==> config.mk <==
export PLATFORM = sky130hd
export DESIGN_NAME = slow_tick_ctrl
export DESIGN_NICKNAME = d
export VERILOG_FILES = /design/src/rtl/slow_tick_pkg.sv /design/src/rtl/slow_tick_counter.sv /design/src/rtl/slow_tick_ctrl.sv
export SDC_FILE = /design/constraint.sdc
export NUM_CORES = 1
export LEC_CHECK = 0
export ABC_AREA = 1
export CAP_MARGIN = 20
export CELL_PAD_IN_SITES_DETAIL_PLACEMENT = 0
export CELL_PAD_IN_SITES_GLOBAL_PLACEMENT = 1
export CORE_MARGIN = 2
export CORE_UTILIZATION = 46
export DETAILED_ROUTE_END_ITERATION = 8
export PLACE_DENSITY = 0.86
export SYNTH_ARGS = -nofsm -noshare
export SYNTH_HDL_FRONTEND = slang
export SYNTH_SLANG_ARGS = --single-unit
export TNS_END_PERCENT = 30
==> constraint.sdc <==
create_clock -name clk -period 5.6 [get_ports clk]
set_input_delay 1.12 -clock clk [delete_from_list [all_inputs] [get_ports clk]]
set_output_delay 1.12 -clock clk [all_outputs]
set_load 0.005 [all_outputs]
==> src/rtl/slow_tick_pkg.sv <==
// Shared types and helpers for the slow tick divider controller.
package slow_tick_pkg;

  localparam int DEFAULT_N = 28;

  typedef enum logic [1:0] {
    IDLE  = 2'd0,
    RUN   = 2'd1,
    PAUSE = 2'd2
  } tick_state_t;

  // A divisor of zero has no meaningful period, so it is treated as 1.
  function automatic logic [63:0] sanitize_div(input logic [63:0] d);
    return (d == 64'd0) ? 64'd1 : d;
  endfunction

endpackage

==> src/rtl/slow_tick_counter.sv <==
// N-bit divide counter, counts 0..div-1 while enabled; clear wins over enable.
// tc flags that the advance happening at this edge lands on div-1.
module slow_tick_counter
  import slow_tick_pkg::*;
#(
  parameter int N = DEFAULT_N
) (
  input  logic         clk,
  input  logic         rst,
  input  logic         clr,
  input  logic         en,
  input  logic [N-1:0] div,
  output logic [N-1:0] cnt,
  output logic         tc
);

  localparam logic [N-1:0] ONE = N'(1);
  localparam logic [N-1:0] TWO = N'(2);

  logic at_end;

  assign at_end = (cnt == div - ONE);
  // Looking one step ahead lets the registered tick line up with count div-1.
  assign tc     = (div == ONE) || (cnt == div - TWO);

  always_ff @(posedge clk or posedge rst) begin
    if (rst) begin
      cnt <= '0;
    end else if (clr) begin
      cnt <= '0;
    end else if (en) begin
      cnt <= at_end ? '0 : cnt + ONE;
    end
  end

endmodule

==> src/rtl/slow_tick_ctrl.sv <==
// Run/stop controller for the slow tick divider: FSM, config handshake, tick, slow_clk, tick_count.
// Optional freeze input/state compiled in with SLOWTICK_PAUSE_EN; config accepted only while idle.
module slow_tick_ctrl
  import slow_tick_pkg::*;
#(
  parameter int N     = DEFAULT_N,
  parameter int CNT_W = 8
) (
  input  logic             clk,
  input  logic             RESET,
  input  logic             cfg_valid,
  output logic             cfg_ready,
  input  logic [N-1:0]     cfg_div,
  input  logic             cfg_oneshot,
  input  logic             start,
  input  logic             stop,
`ifdef SLOWTICK_PAUSE_EN
  input  logic             pause,
`endif
  output logic             tick,
  output logic             slow_clk,
  output logic             busy,
  output logic [CNT_W-1:0] tick_count
);

  tick_state_t state, state_nx;
  logic [N-1:0] div_q, div_in, d_eff;
  logic         oneshot_q, os_eff;
  logic         pause_in;
  logic         cnt_clr, cnt_en, cnt_tc;
  logic         ev_tick, start_go;
  logic [N-1:0] cnt;

`ifdef SLOWTICK_PAUSE_EN
  assign pause_in = pause;
`else
  assign pause_in = 1'b0;
`endif

  assign div_in = N'(sanitize_div(64'(cfg_div)));
  // A config presented together with start is the one that run uses.
  assign d_eff  = cfg_valid ? div_in : div_q;
  assign os_eff = cfg_valid ? cfg_oneshot : oneshot_q;

  slow_tick_counter #(.N(N)) u_counter (
    .clk (clk),
    .rst (RESET),
    .clr (cnt_clr),
    .en  (cnt_en),
    .div (div_q),
    .cnt (cnt),
    .tc  (cnt_tc)
  );

  always_comb begin
    state_nx = state;
    cnt_clr  = 1'b0;
    cnt_en   = 1'b0;
    ev_tick  = 1'b0;
    start_go = 1'b0;
    case (state)
      IDLE: begin
        if (start && !stop) begin
          start_go = 1'b1;
          cnt_clr  = 1'b1;
          if (d_eff == N'(1)) begin
            ev_tick  = 1'b1;
            state_nx = os_eff ? IDLE : RUN;
          end else begin
            state_nx = RUN;
          end
        end
      end
      RUN, PAUSE: begin
        if (stop) begin
          state_nx = IDLE;
          cnt_clr  = 1'b1;
        end else if (pause_in) begin
          state_nx = PAUSE;
        end else begin
          cnt_en   = 1'b1;
          state_nx = RUN;
          if (cnt_tc) begin
            ev_tick = 1'b1;
            if (oneshot_q) begin
              state_nx = IDLE;
              cnt_clr  = 1'b1;
            end
          end
        end
      end
      default: state_nx = IDLE;
    endcase
  end

  always_ff @(posedge clk or posedge RESET) begin
    if (RESET) begin
      state      <= IDLE;
      div_q      <= N'(1);
      oneshot_q  <= 1'b0;
      tick       <= 1'b0;
      slow_clk   <= 1'b0;
      tick_count <= '0;
    end else begin
      state <= state_nx;
      tick  <= ev_tick;
      if (state == IDLE && cfg_valid) begin
        div_q     <= div_in;
        oneshot_q <= cfg_oneshot;
      end
      if (start_go) begin
        tick_count <= ev_tick ? CNT_W'(1) : '0;
      end else if (ev_tick) begin
        tick_count <= tick_count + CNT_W'(1);
      end
      if (ev_tick) begin
        slow_clk <= ~slow_clk;
      end
    end
  end

  assign busy      = (state != IDLE);
  assign cfg_ready = (state == IDLE);

  logic unused_cnt;
  assign unused_cnt = ^cnt;

endmodule
==> flow_summary_export.csv <==
group,metric,value,unit
synth,synthDistinctLibCells,48,
critical_path,arrival,3.62,ns
die,start_util,47.1,%
place,place_ws,2.06,ns
route,ant_nets,0,
synth,synth_cells,975,
status,status,"completed",
die,ios,46,
critical_path,reg2reg_from,"div_q[1]$_DFFE_PP0P_",
timing,finalSetupViolations,0,
cts,numCtsBuffers,9,
timing,period_share,60.6,%
place,gp_congestion,0.945,
timing,fin_setup_tns,0,ns
grt,antenna_found_initial,0,
timing,fin_ws,2.21,ns
grt,grt_max_degree,69,
cts,htreeDepth,3,
flow_run,drv_cap,0,
power,p_leak,3.50,nW
cts,clock_path_buffers,2,
die,die_w,121,µm
grt,grt_use_total,26.7,%
synth,synthArstFlopShare,100,%
place,io_buffer_count,45,
layout,layoutNonFillerInstCount,1185,
cts,clk_pin_slew_worst_paths,0.06,ns
die,core,0.0132,mm²
timing,relSlewSlack,40.8,%
synth,synth_fa_ha_area_share,1.00,%
route,avgViaCountPerCell,5.17,
power,p_total,2.70,mW
die,die_h,121,µm
synth,avgSynthCellArea,6.40,µm²
timing,slew_viol_final,0,
synth,netlist_area,0.00624,mm²
critical_path,crit_type,"reg -> reg",
power,ir_worst_vdd,0.249,mV
cts,clock_sinks,68,
synth,synthSimpleGateAreaFrac,44.7,%
synth,synth_seq_cells,68,
timing,max_freq,295,MHz
grt,overflow,0,
synth,syn_nets,1014,
layout,seq_area,0.00170,mm²
route,drt_pass1_iterations,6,
route,drt_wl_total,18100,µm
die,num_rows,42,
route,first_iter_violations,469,
cts,cts-root-buf,"clkbuf_16",
hold_path,min_from,"slow_clk$_DFFE_PP0P_",
die,dieArea,0.0145,mm²
place,dp_cells,1169,
layout,antennaDiodeCount,0,
synth,synth-xor-area-share,8.20,%
grt,grt_pass1_wl,30100,µm
critical_path,end_kind,"register",
layout,nFillCells,1386,
timing,tightest_slew,0.888,ns
critical_path,critPathMaxFanout,25,
synth,synth_edf_count,0,
critical_path,startpoint_type,"register",
cts,cts_resized,0,
power,powerDensity,382,mW/mm²
synth,synth_ff_type,"dfrtp_1",
layout,area_delta_synth_final,13.0,%
cts,postCtsSetupBuffers,0,
timing,fin_crit,3.39,ns
route,drc_errors,0,
critical_path,crit_path_start,"div_q[1]$_DFFE_PP0P_",
layout,nets,1043,
cts,hold_buffers,0,
layout,multi_input_area,0.00378,mm²
synth,synth_top_family_by_area,"simple AND/OR/NAND/NOR gates",
synth,synth_compound_area_share,5.97,%
cts,clk-insertion-delay-late,0.34,ns
synth,synthMuxAreaShare,0.721,%
synth,ys.warnings.count,0,
synth,yosysSeqAreaShare,27.3,%
timing,finalHoldViolations,0,
hold_path,min_path_type,"reg -> reg",
place,dp_hpwl,14500,µm
cts,cts_tree,"yes",
layout,drive_gt1_share,8.23,%
route,wl_per_cell,15.3,µm
route,vias,6131,
timing,skew,0.00658,ns
grt,grt_pass1_vias,5730,
timing,rsz0062_at_grt,"false",
critical_path,crit_required,5.83,ns
-- path summary, 6_finish.rpt --
check	to	slack [ns]	cells after the start
max	u_counter.cnt[13]$_DFFE_PP0P_	2.21	14
min	slow_clk$_DFFE_PP0P_	0.51	1
max reg2reg	u_counter.cnt[13]$_DFFE_PP0P_	2.21	14
min reg2reg	slow_clk$_DFFE_PP0P_	0.51	1
max in group asynchronous	div_q[18]$_DFFE_PP0P_	3.65	3
min in group asynchronous	u_counter.cnt[8]$_DFFE_PP0P_	1.36	3
-- logic make-up after synthesis --
| kind of cell | after synthesis |
|---|---|
| AO/OA/AOI/OAI | 64 |
| XOR/XNOR | 56 |
| adder cells (fa/ha/maj) | 5 |
| buffers and inverters | 183 |
| flip-flops | 68 |
| multiplexers | 4 |
| AND/OR/NAND/NOR | 595 |
-- cells in the final DEF (no fill, tap or decap), drive strengths merged, types with 2 or more instances in the layout --
cell / netlist / routed
or2: 2 / 2
clkinv: 1 / 2
clkbuf: 17 / 11
xnor2: 16 / 16
nand4: 30 / 30
nor2: 126 / 126
buf: 13 / 3
nand3b: 21 / 21
o21bai: 3 / 3
o211ai: 3 / 3
inv: 152 / 152
dfrtp: 67 / 67
and3: 2 / 2
nor3: 16 / 16
a31oi: 2 / 2
nand2: 296 / 296
nor4: 9 / 9
clkinvlp: 0 / 3
nand3: 92 / 92
a21oi: 15 / 15
ha: 5 / 5
xor2: 39 / 39
o21ai: 37 / 37
clkdlybuf4s50: 0 / 45
mux2: 4 / 4
-- stage by stage --
stage                     utilization [%]  hold slack, ns  area [µm²]
after floorplan                         -           0.489        6240
after global placement               51.0           0.502        6750
after detailed placement             51.0           0.503        6750
after CTS                            53.3           0.513        7060
after global routing                 53.3           0.530        7060
final                                53.3           0.507        7060
-- cells in the mapped netlist (all sizes together) (3+ instances only) --
library cell	count	area share (%)
xor2	39	5.6
xnor2	16	2.2
nand2	296	19
o21ai	37	3.0
o211ai	3	0.36
dfrtp	67	27
ha	5	1.0
nor3	16	1.4
nand3	92	8.3
nor2	126	9.2
o21bai	3	0.54
nand3b	21	2.5
buf	13	1.9
nand4	30	3.0
mux2	4	0.72
clkbuf	17	1.1
inv	152	9.1
a21oi	15	1.3
nor4	9	1.0
-- state kept, by name (all words and copies together) (netlist names) --
signal and count:
tick 1, slow_clk 1, u_counter.cnt 28, tick_count 8, div_q 28, state 1, oneshot_q 1
-- per-layer routing --
layer / vias to the layer above / part of all wire [%] / GRT usage [%]
met3: 24 / 4.9 / 4.01
met4: 0 / 2.1 / 7.49
met5: - / 0 / 0
li1: 3133 / - / -
met2: 162 / 46 / 42.3
met1: 2812 / 47 / 37.8
-- power by group --
group | total, mW | internal (mW) | switching (mW)
Sequential | 0.818 | 0.598 | 0.220
Combinational | 1.30 | 0.446 | 0.853
Clock | 0.579 | 0.357 | 0.222
Total | 2.70 | 1.40 | 1.29
-- critical path, stage by stage (launching register included) --
cell,delay [ns]
dfrtp_1,0.41
inv_1,0.23
ha_1,0.31
inv_1,0.11
nor2_2,0.20
nand2_1,0.17
nor2_1,0.25
nand2_1,0.12
nand3_1,0.12
o2111ai_1,0.13
nor2_1,0.14
nand3b_1,0.13
nor2_2,0.23
nand2_2,0.39
and3_1,0.32
-- layout make-up --
type,count,area share [%]
Multi-Input combinational cell,724,53.6
Sequential cell,68,24.1
Inverter,153,8.14
Timing Repair Buffer,48,6.70
Clock buffer,11,3.44
Tap cell,176,3.12
Clock inverter,5,0.869
Power figures use the tool's default switching activity.
